**src/rtl/scan_sel_gen_if.sv**
```systemverilog
// Handshake bundle between a scan controller and scan_sel_gen: control/config
// inputs towards the sequencer, decoder select/enable and status back.
interface scan_sel_gen_if #(
   parameter int DWELL_W = 8
);
   logic               start;
   logic               stop;
   logic [DWELL_W-1:0] dwell;
   logic [3:0]         ch_mask;
   logic [1:0]         sel;
   logic               en;
   logic               busy;
   logic               wrap;

   modport master (
      output start, stop, dwell, ch_mask,
      input  sel, en, busy, wrap
   );

   modport slave (
      input  start, stop, dwell, ch_mask,
      output sel, en, busy, wrap
   );
endinterface

```
**src/rtl/scan_sel_gen.sv**
```systemverilog
// Channel-select sequencer for a 2-to-4 decoder: sweeps the set bits of ch_mask,
// holding each for max(dwell,1) cycles. Define SCAN_BLANK_EN for a one-cycle en=0 gap.
module scan_sel_gen #(
   parameter int DWELL_W = 8
) (
   input logic          clk,
   input logic          rst_n,
   scan_sel_gen_if.slave bus
);

   typedef enum logic [1:0] {S_IDLE, S_ACTIVE, S_BLANK} state_t;

   localparam logic [DWELL_W-1:0] ONE = {{(DWELL_W-1){1'b0}}, 1'b1};

   state_t             r_state;
   logic [1:0]         r_sel;
   logic               r_en;
   logic               r_busy;
   logic               r_wrap;
   logic [DWELL_W-1:0] r_cnt;
   logic [3:0]         r_mask;
   logic [DWELL_W-1:0] r_dwell;

   state_t             w_state_next;
   logic [1:0]         w_sel_next;
   logic               w_en_next;
   logic               w_busy_next;
   logic               w_wrap_next;
   logic [DWELL_W-1:0] w_cnt_next;
   logic [3:0]         w_mask_next;
   logic [DWELL_W-1:0] w_dwell_next;

   logic               w_adv;
   logic               w_has_higher;
   logic [1:0]         w_higher;
   logic [1:0]         w_low_in;
   logic [DWELL_W-1:0] w_d_in;
   logic [DWELL_W-1:0] w_d_lat;

   assign w_d_in  = (bus.dwell == '0) ? ONE : bus.dwell;
   assign w_d_lat = (r_dwell == '0) ? ONE : r_dwell;

   // Next higher set bit of the latched mask, and lowest set bit of the live mask.
   always_comb begin
      w_has_higher = 1'b0;
      w_higher     = 2'd0;
      w_low_in     = 2'd0;
      for (int j = 3; j >= 0; j--) begin
         if (j > int'(r_sel) && r_mask[j]) begin
            w_has_higher = 1'b1;
            w_higher     = 2'(j);
         end
         if (bus.ch_mask[j]) begin
            w_low_in = 2'(j);
         end
      end
   end

   always_comb begin
      w_state_next = r_state;
      w_sel_next   = r_sel;
      w_en_next    = r_en;
      w_busy_next  = r_busy;
      w_wrap_next  = 1'b0;
      w_cnt_next   = r_cnt;
      w_mask_next  = r_mask;
      w_dwell_next = r_dwell;
      w_adv        = 1'b0;

      case (r_state)
         S_IDLE: begin
            w_sel_next  = 2'd0;
            w_en_next   = 1'b0;
            w_busy_next = 1'b0;
            if (bus.start && !bus.stop && bus.ch_mask != 4'd0) begin
               w_state_next = S_ACTIVE;
               w_mask_next  = bus.ch_mask;
               w_dwell_next = bus.dwell;
               w_sel_next   = w_low_in;
               w_en_next    = 1'b1;
               w_busy_next  = 1'b1;
               w_cnt_next   = w_d_in;
            end
         end
         S_ACTIVE: begin
            if (bus.stop) begin
               w_state_next = S_IDLE;
            end else if (r_cnt > ONE) begin
               w_cnt_next = r_cnt - ONE;
            end else begin
`ifdef SCAN_BLANK_EN
               w_state_next = S_BLANK;
               w_en_next    = 1'b0;
`else
               w_adv = 1'b1;
`endif
            end
         end
`ifdef SCAN_BLANK_EN
         S_BLANK: begin
            if (bus.stop) begin
               w_state_next = S_IDLE;
            end else begin
               w_adv = 1'b1;
            end
         end
`endif
         default: w_state_next = S_IDLE;
      endcase

      if (w_adv) begin
         w_state_next = S_ACTIVE;
         w_en_next    = 1'b1;
         w_busy_next  = 1'b1;
         if (w_has_higher) begin
            w_sel_next = w_higher;
            w_cnt_next = w_d_lat;
         end else if (bus.ch_mask == 4'd0) begin
            w_state_next = S_IDLE;
         end else begin
            // Sweep boundary: pick up the live mask/dwell for the new sweep.
            w_mask_next  = bus.ch_mask;
            w_dwell_next = bus.dwell;
            w_sel_next   = w_low_in;
            w_cnt_next   = w_d_in;
            w_wrap_next  = 1'b1;
         end
      end

      if (w_state_next == S_IDLE) begin
         w_sel_next  = 2'd0;
         w_en_next   = 1'b0;
         w_busy_next = 1'b0;
      end
   end

   always_ff @(posedge clk or negedge rst_n) begin
      if (!rst_n) begin
         r_state <= S_IDLE;
         r_sel   <= 2'd0;
         r_en    <= 1'b0;
         r_busy  <= 1'b0;
         r_wrap  <= 1'b0;
         r_cnt   <= '0;
         r_mask  <= 4'd0;
         r_dwell <= '0;
      end else begin
         r_state <= w_state_next;
         r_sel   <= w_sel_next;
         r_en    <= w_en_next;
         r_busy  <= w_busy_next;
         r_wrap  <= w_wrap_next;
         r_cnt   <= w_cnt_next;
         r_mask  <= w_mask_next;
         r_dwell <= w_dwell_next;
      end
   end

   assign bus.sel  = r_sel;
   assign bus.en   = r_en;
   assign bus.busy = r_busy;
   assign bus.wrap = r_wrap;

endmodule

```
**src/flat_wrapper.sv**
```systemverilog
// flat-port wrapper written by rule: the top's interface ports become plain ports
module scan_sel_gen_flat 
#(
   parameter int DWELL_W = 8
)
  (clk, rst_n, bus_start, bus_stop, bus_dwell, bus_ch_mask, bus_sel, bus_en, bus_busy, bus_wrap);
  scan_sel_gen_if #(.DWELL_W(DWELL_W)) bus_i ();
  input logic clk;
  input logic rst_n;
  input wire logic [$bits(bus_i.start)-1:0] bus_start;
  input wire logic [$bits(bus_i.stop)-1:0] bus_stop;
  input wire logic [$bits(bus_i.dwell)-1:0] bus_dwell;
  input wire logic [$bits(bus_i.ch_mask)-1:0] bus_ch_mask;
  output wire logic [$bits(bus_i.sel)-1:0] bus_sel;
  output wire logic [$bits(bus_i.en)-1:0] bus_en;
  output wire logic [$bits(bus_i.busy)-1:0] bus_busy;
  output wire logic [$bits(bus_i.wrap)-1:0] bus_wrap;
  assign bus_i.start = bus_start;
  assign bus_i.stop = bus_stop;
  assign bus_i.dwell = bus_dwell;
  assign bus_i.ch_mask = bus_ch_mask;
  assign bus_sel = bus_i.sel;
  assign bus_en = bus_i.en;
  assign bus_busy = bus_i.busy;
  assign bus_wrap = bus_i.wrap;
  scan_sel_gen #(.DWELL_W(DWELL_W)) u_core (.clk(clk), .rst_n(rst_n), .bus(bus_i));
endmodule
```
**config.mk**
```make
export PLATFORM = sky130hd
export DESIGN_NAME = scan_sel_gen_flat
export DESIGN_NICKNAME = d
export VERILOG_FILES = /design/src/rtl/scan_sel_gen_if.sv /design/src/rtl/scan_sel_gen.sv /design/src/flat_wrapper.sv
export SDC_FILE = /design/constraint.sdc
export NUM_CORES = 1
export LEC_CHECK = 0
export ABC_AREA = 1
export CAP_MARGIN = 40
export CELL_PAD_IN_SITES_DETAIL_PLACEMENT = 1
export CELL_PAD_IN_SITES_GLOBAL_PLACEMENT = 2
export CORE_MARGIN = 2
export CORE_UTILIZATION = 31
export DETAILED_ROUTE_END_ITERATION = 6
export DONT_BUFFER_PORTS = 1
export GPL_ROUTABILITY_DRIVEN = 0
export MAX_ROUTING_LAYER = met4
export PLACE_DENSITY = 0.83
export RECOVER_POWER = 50
export SLEW_MARGIN = 20
export SYNTH_ARGS = -nofsm -noshare
export SYNTH_HDL_FRONTEND = slang
export SYNTH_SLANG_ARGS = --single-unit
```
**constraint.sdc**
```tcl
create_clock -name clk -period 1.8 [get_ports clk]
set_clock_uncertainty 0.2 [all_clocks]
set_input_delay 0.36 -clock clk [delete_from_list [all_inputs] [get_ports clk]]
set_output_delay 0.36 -clock clk [all_outputs]
set_load 0.02 [all_outputs]
```
==> impl_metrics.py <==
metrics = {
    "global_route": {
        "grt_pass1_vias": 2034,
        "grt_first_pass_wirelength_mm": 9.929,
        "grt_usage_pct": 17.85,
        "grt_max_degree": 26,
        "overflow": 0,
        "antenna_found_initial": 0,
    },
    "critical_path": {
        "endpoint_kind": "flip-flop",
        "worst_ep_arrival_time_ns": 1.74,
        "rr_startpoint": "u_core.r_cnt[0]",
        "cp_top_family": "simple AND/OR/NAND/NOR gates",
        "start_kind": "flip-flop",
        "cp.required_ns": 1.78,
        "worstPathMaxFanout": 5,
        "path_class": "flip-flop to flip-flop",
        "timing.rr.end": "u_core.r_cnt[2]",
        "r2r_setup_slack_ns": 0.04,
        "max_stage_delay_ns": 0.45,
        "rr_worst_depth": 10,
        "cp_slowest_cell": "dfrtp_2",
        "crit_chain": "inv_2, ha_4, nor2_4, nor2_4, nand3_4, buf_6, o211ai_1, nand3_1, nand2_1, nand2_1",
        "path_buf_inv": 2,
    },
    "logic_synthesis": {
        "synthSimpleGateAreaFrac_pct": 46.73,
        "avgSynthCellArea_um2": 6.608,
        "synthAdderAreaFrac_pct": 1.284,
        "synth_seq_area_share_pct": 32.09,
        "muxShareOfSynthArea_pct": 0,
        "netlist.area_leader.share_pct": 32.09,
        "netlist_area_um2": 1949,
        "synth_cell_types": 26,
        "synth-xor-area-share_pct": 0,
        "ys_seq_elements": 25,
        "synth_nets": 313,
        "ys.warnings.count": 0,
        "synthCells": 295,
        "synth_top_cells_by_area": "dfrtp_1, nand2_1, nand3_1",
        "netlist.top_cell.by_area": "dfrtp_1",
        "synth_compound_area_share_pct": 9.499,
        "synth_top_family_by_area": "simple AND/OR/NAND/NOR gates",
    },
    "clock_tree": {
        "cts_tree": "built",
        "cts_buffer_depth": 2,
        "clk_pin_slew_ns": 0.09,
        "cts_root_buffer": "clkbuf_8",
        "htreeDepth": 1,
        "clk_latency_ns": 0.28,
        "cts_sinks": 25,
        "numCtsBuffers": 3,
    },
    "timing": {
        "whs_ns": 0.008268,
        "worstMarginPinSlew_ns": 0.6655,
        "tns_ns": 0,
        "min_period_ns": 1.760,
        "hold_viol": 0,
        "setup_viol": 0,
        "drv_slew": 0,
        "clock.fmax_mhz": 568.3,
        "slew_headroom_pct": 55.63,
        "rsz0062_at_grt": "true",
        "min_period_over_period_pct": 97.76,
    },
    "finish": {
        "drive_above_1_share_pct": 31.63,
        "design_area_um2": 2484,
        "antenna_cells": 0,
        "final_cells": 407,
        "final_common_cell": "nand2_1",
        "final_cell_mix": "nand2_1, buf_4, inv_1, nor2_1, nand3_1",
        "synthToLayoutAreaGrowth_pct": 27.41,
        "fin_nets": 351,
    },
    "worst_hold_path": {
        "hold_start": "bus_dwell[7]",
        "hold_path.class": "input port to flip-flop",
        "hold_depth": 2,
        "min_to": "u_core.r_dwell[7]",
    },
    "floorplanning": {
        "die_area_um2": 6939,
        "coreArea_um2": 5991,
        "initial_core_util_pct": 32.54,
        "die_w_um": 83.30,
        "num_io_pins": 21,
        "die_h_um": 83.30,
        "num_rows": 28,
    },
    "placed_design": {
        "dp.final_hpwl_mm": 4.624,
        "io_buffers": 0,
        "place_inst": 388,
        "post_dp_cell_area_um2": 2171,
    },
    "drt": {
        "route.detailed.drc": 0,
        "drt_iter0_drc": 64,
        "wl_per_cell_um": 14.97,
        "detail_route.first_pass.iterations": 4,
        "num_vias": 1964,
        "drt_wl_total_mm": 6.092,
        "viasPerCell": 4.826,
        "antenna_left": 0,
    },
    "power": {
        "power_density_nw_per_um2": 773.2,
        "power_uw": 1920,
        "peakVddDrop_mv": 0.3605,
        "leakagePower_uw": 0.001262,
    },
    "run_status": {
        "status": "finished, final reports clean",
    },
    "flow_run": {
        "max_cap_violations": 0,
    },
}
## cell families (layout without fill, tap and decap cells)
kind of cell             count (synthesis)  after routing
other                                    1              1
buffers and inverters                   48             84
flip-flops                              25             25
AND/OR/NAND/NOR                        185            186
AO/OA/AOI/OAI                           34             34
adder cells (fa/ha/maj)                  2              2
## per-stage QoR
step                setup slack, ns  utilization (%)
floorplan                   0.01638                -
global placement          -0.001306            36.24
detailed placement         -0.05729            36.24
CTS                        0.004978            38.68
global route               -0.09627            41.46
finish                      0.04032            41.46
## where the power goes
part	internal [uW]	switching [uW]	total (uW)
Sequential	651	68.6	720
Combinational	348	507	854
Clock	159	187	346
## sequential cells by signal, summed over array words and instances, names as in the netlist
| register | flops |
|---|---|
| u_core.bus.wrap | 1 |
| u_core.r_state | 2 |
| u_core.r_dwell | 8 |
| u_core.r_cnt | 8 |
| u_core.r_mask | 3 |
| u_core.bus.sel | 2 |
| u_core.bus.busy | 1 |
## worst max path at each step
stage                        end       startpoint  cells past startpoint
4_1_cts          u_core.r_cnt[5]  u_core.r_cnt[0]                     11
3_3_place_gp   u_core.bus.sel[0]  u_core.r_cnt[0]                     10
2_1_floorplan  u_core.r_dwell[5]  u_core.r_cnt[0]                     11
5_1_grt          u_core.r_cnt[2]  u_core.r_cnt[0]                     10
6_report         u_core.r_cnt[2]  u_core.r_cnt[0]                     10
3_5_place_dp   u_core.r_dwell[1]  u_core.r_cnt[1]                     10
## repair_timing
item                       CTS  global route
gates cloned                 0             1
setup endpoints to repair   17            22
buffers inserted             6             6
hold buffers                 2             0
hold endpoints to repair    25             0
pin swaps                    5            14
resized for setup            7            33
## metal layers
layer,track usage [%],wire length [um],vias up,share of wire [%]
met5,-,0,-,0
met4,3.577,53,0,0.87
met3,0.9940,96,5,1.6
met2,29.84,2968,17,49
met1,24.11,2973,939,49
li1,-,-,1003,-
## synthesized netlist by cell type (all sizes together)
| library cell | instances |
|---|---|
| nand2 | 102 |
| buf | 3 |
| conb | 1 |
| ha | 2 |
| dfrtp | 25 |
| o21ai | 25 |
| nor2 | 43 |
| nand3 | 33 |
| a21oi | 7 |
| o211ai | 1 |
| nand3b | 1 |
| inv | 45 |
| nand4 | 5 |
| o22ai | 1 |
| nor3 | 1 |
## cell type report
cell class              count  area, um^2
repair buffers             35       274.0
well taps                  75       93.84
clock buffers               4       45.04
fillers                   783        3507
multi-input cells         223        1275
inverters                  45       168.9
flip-flops and latches     25       626.9
Note: power is estimated with default switching activity, not from simulation.
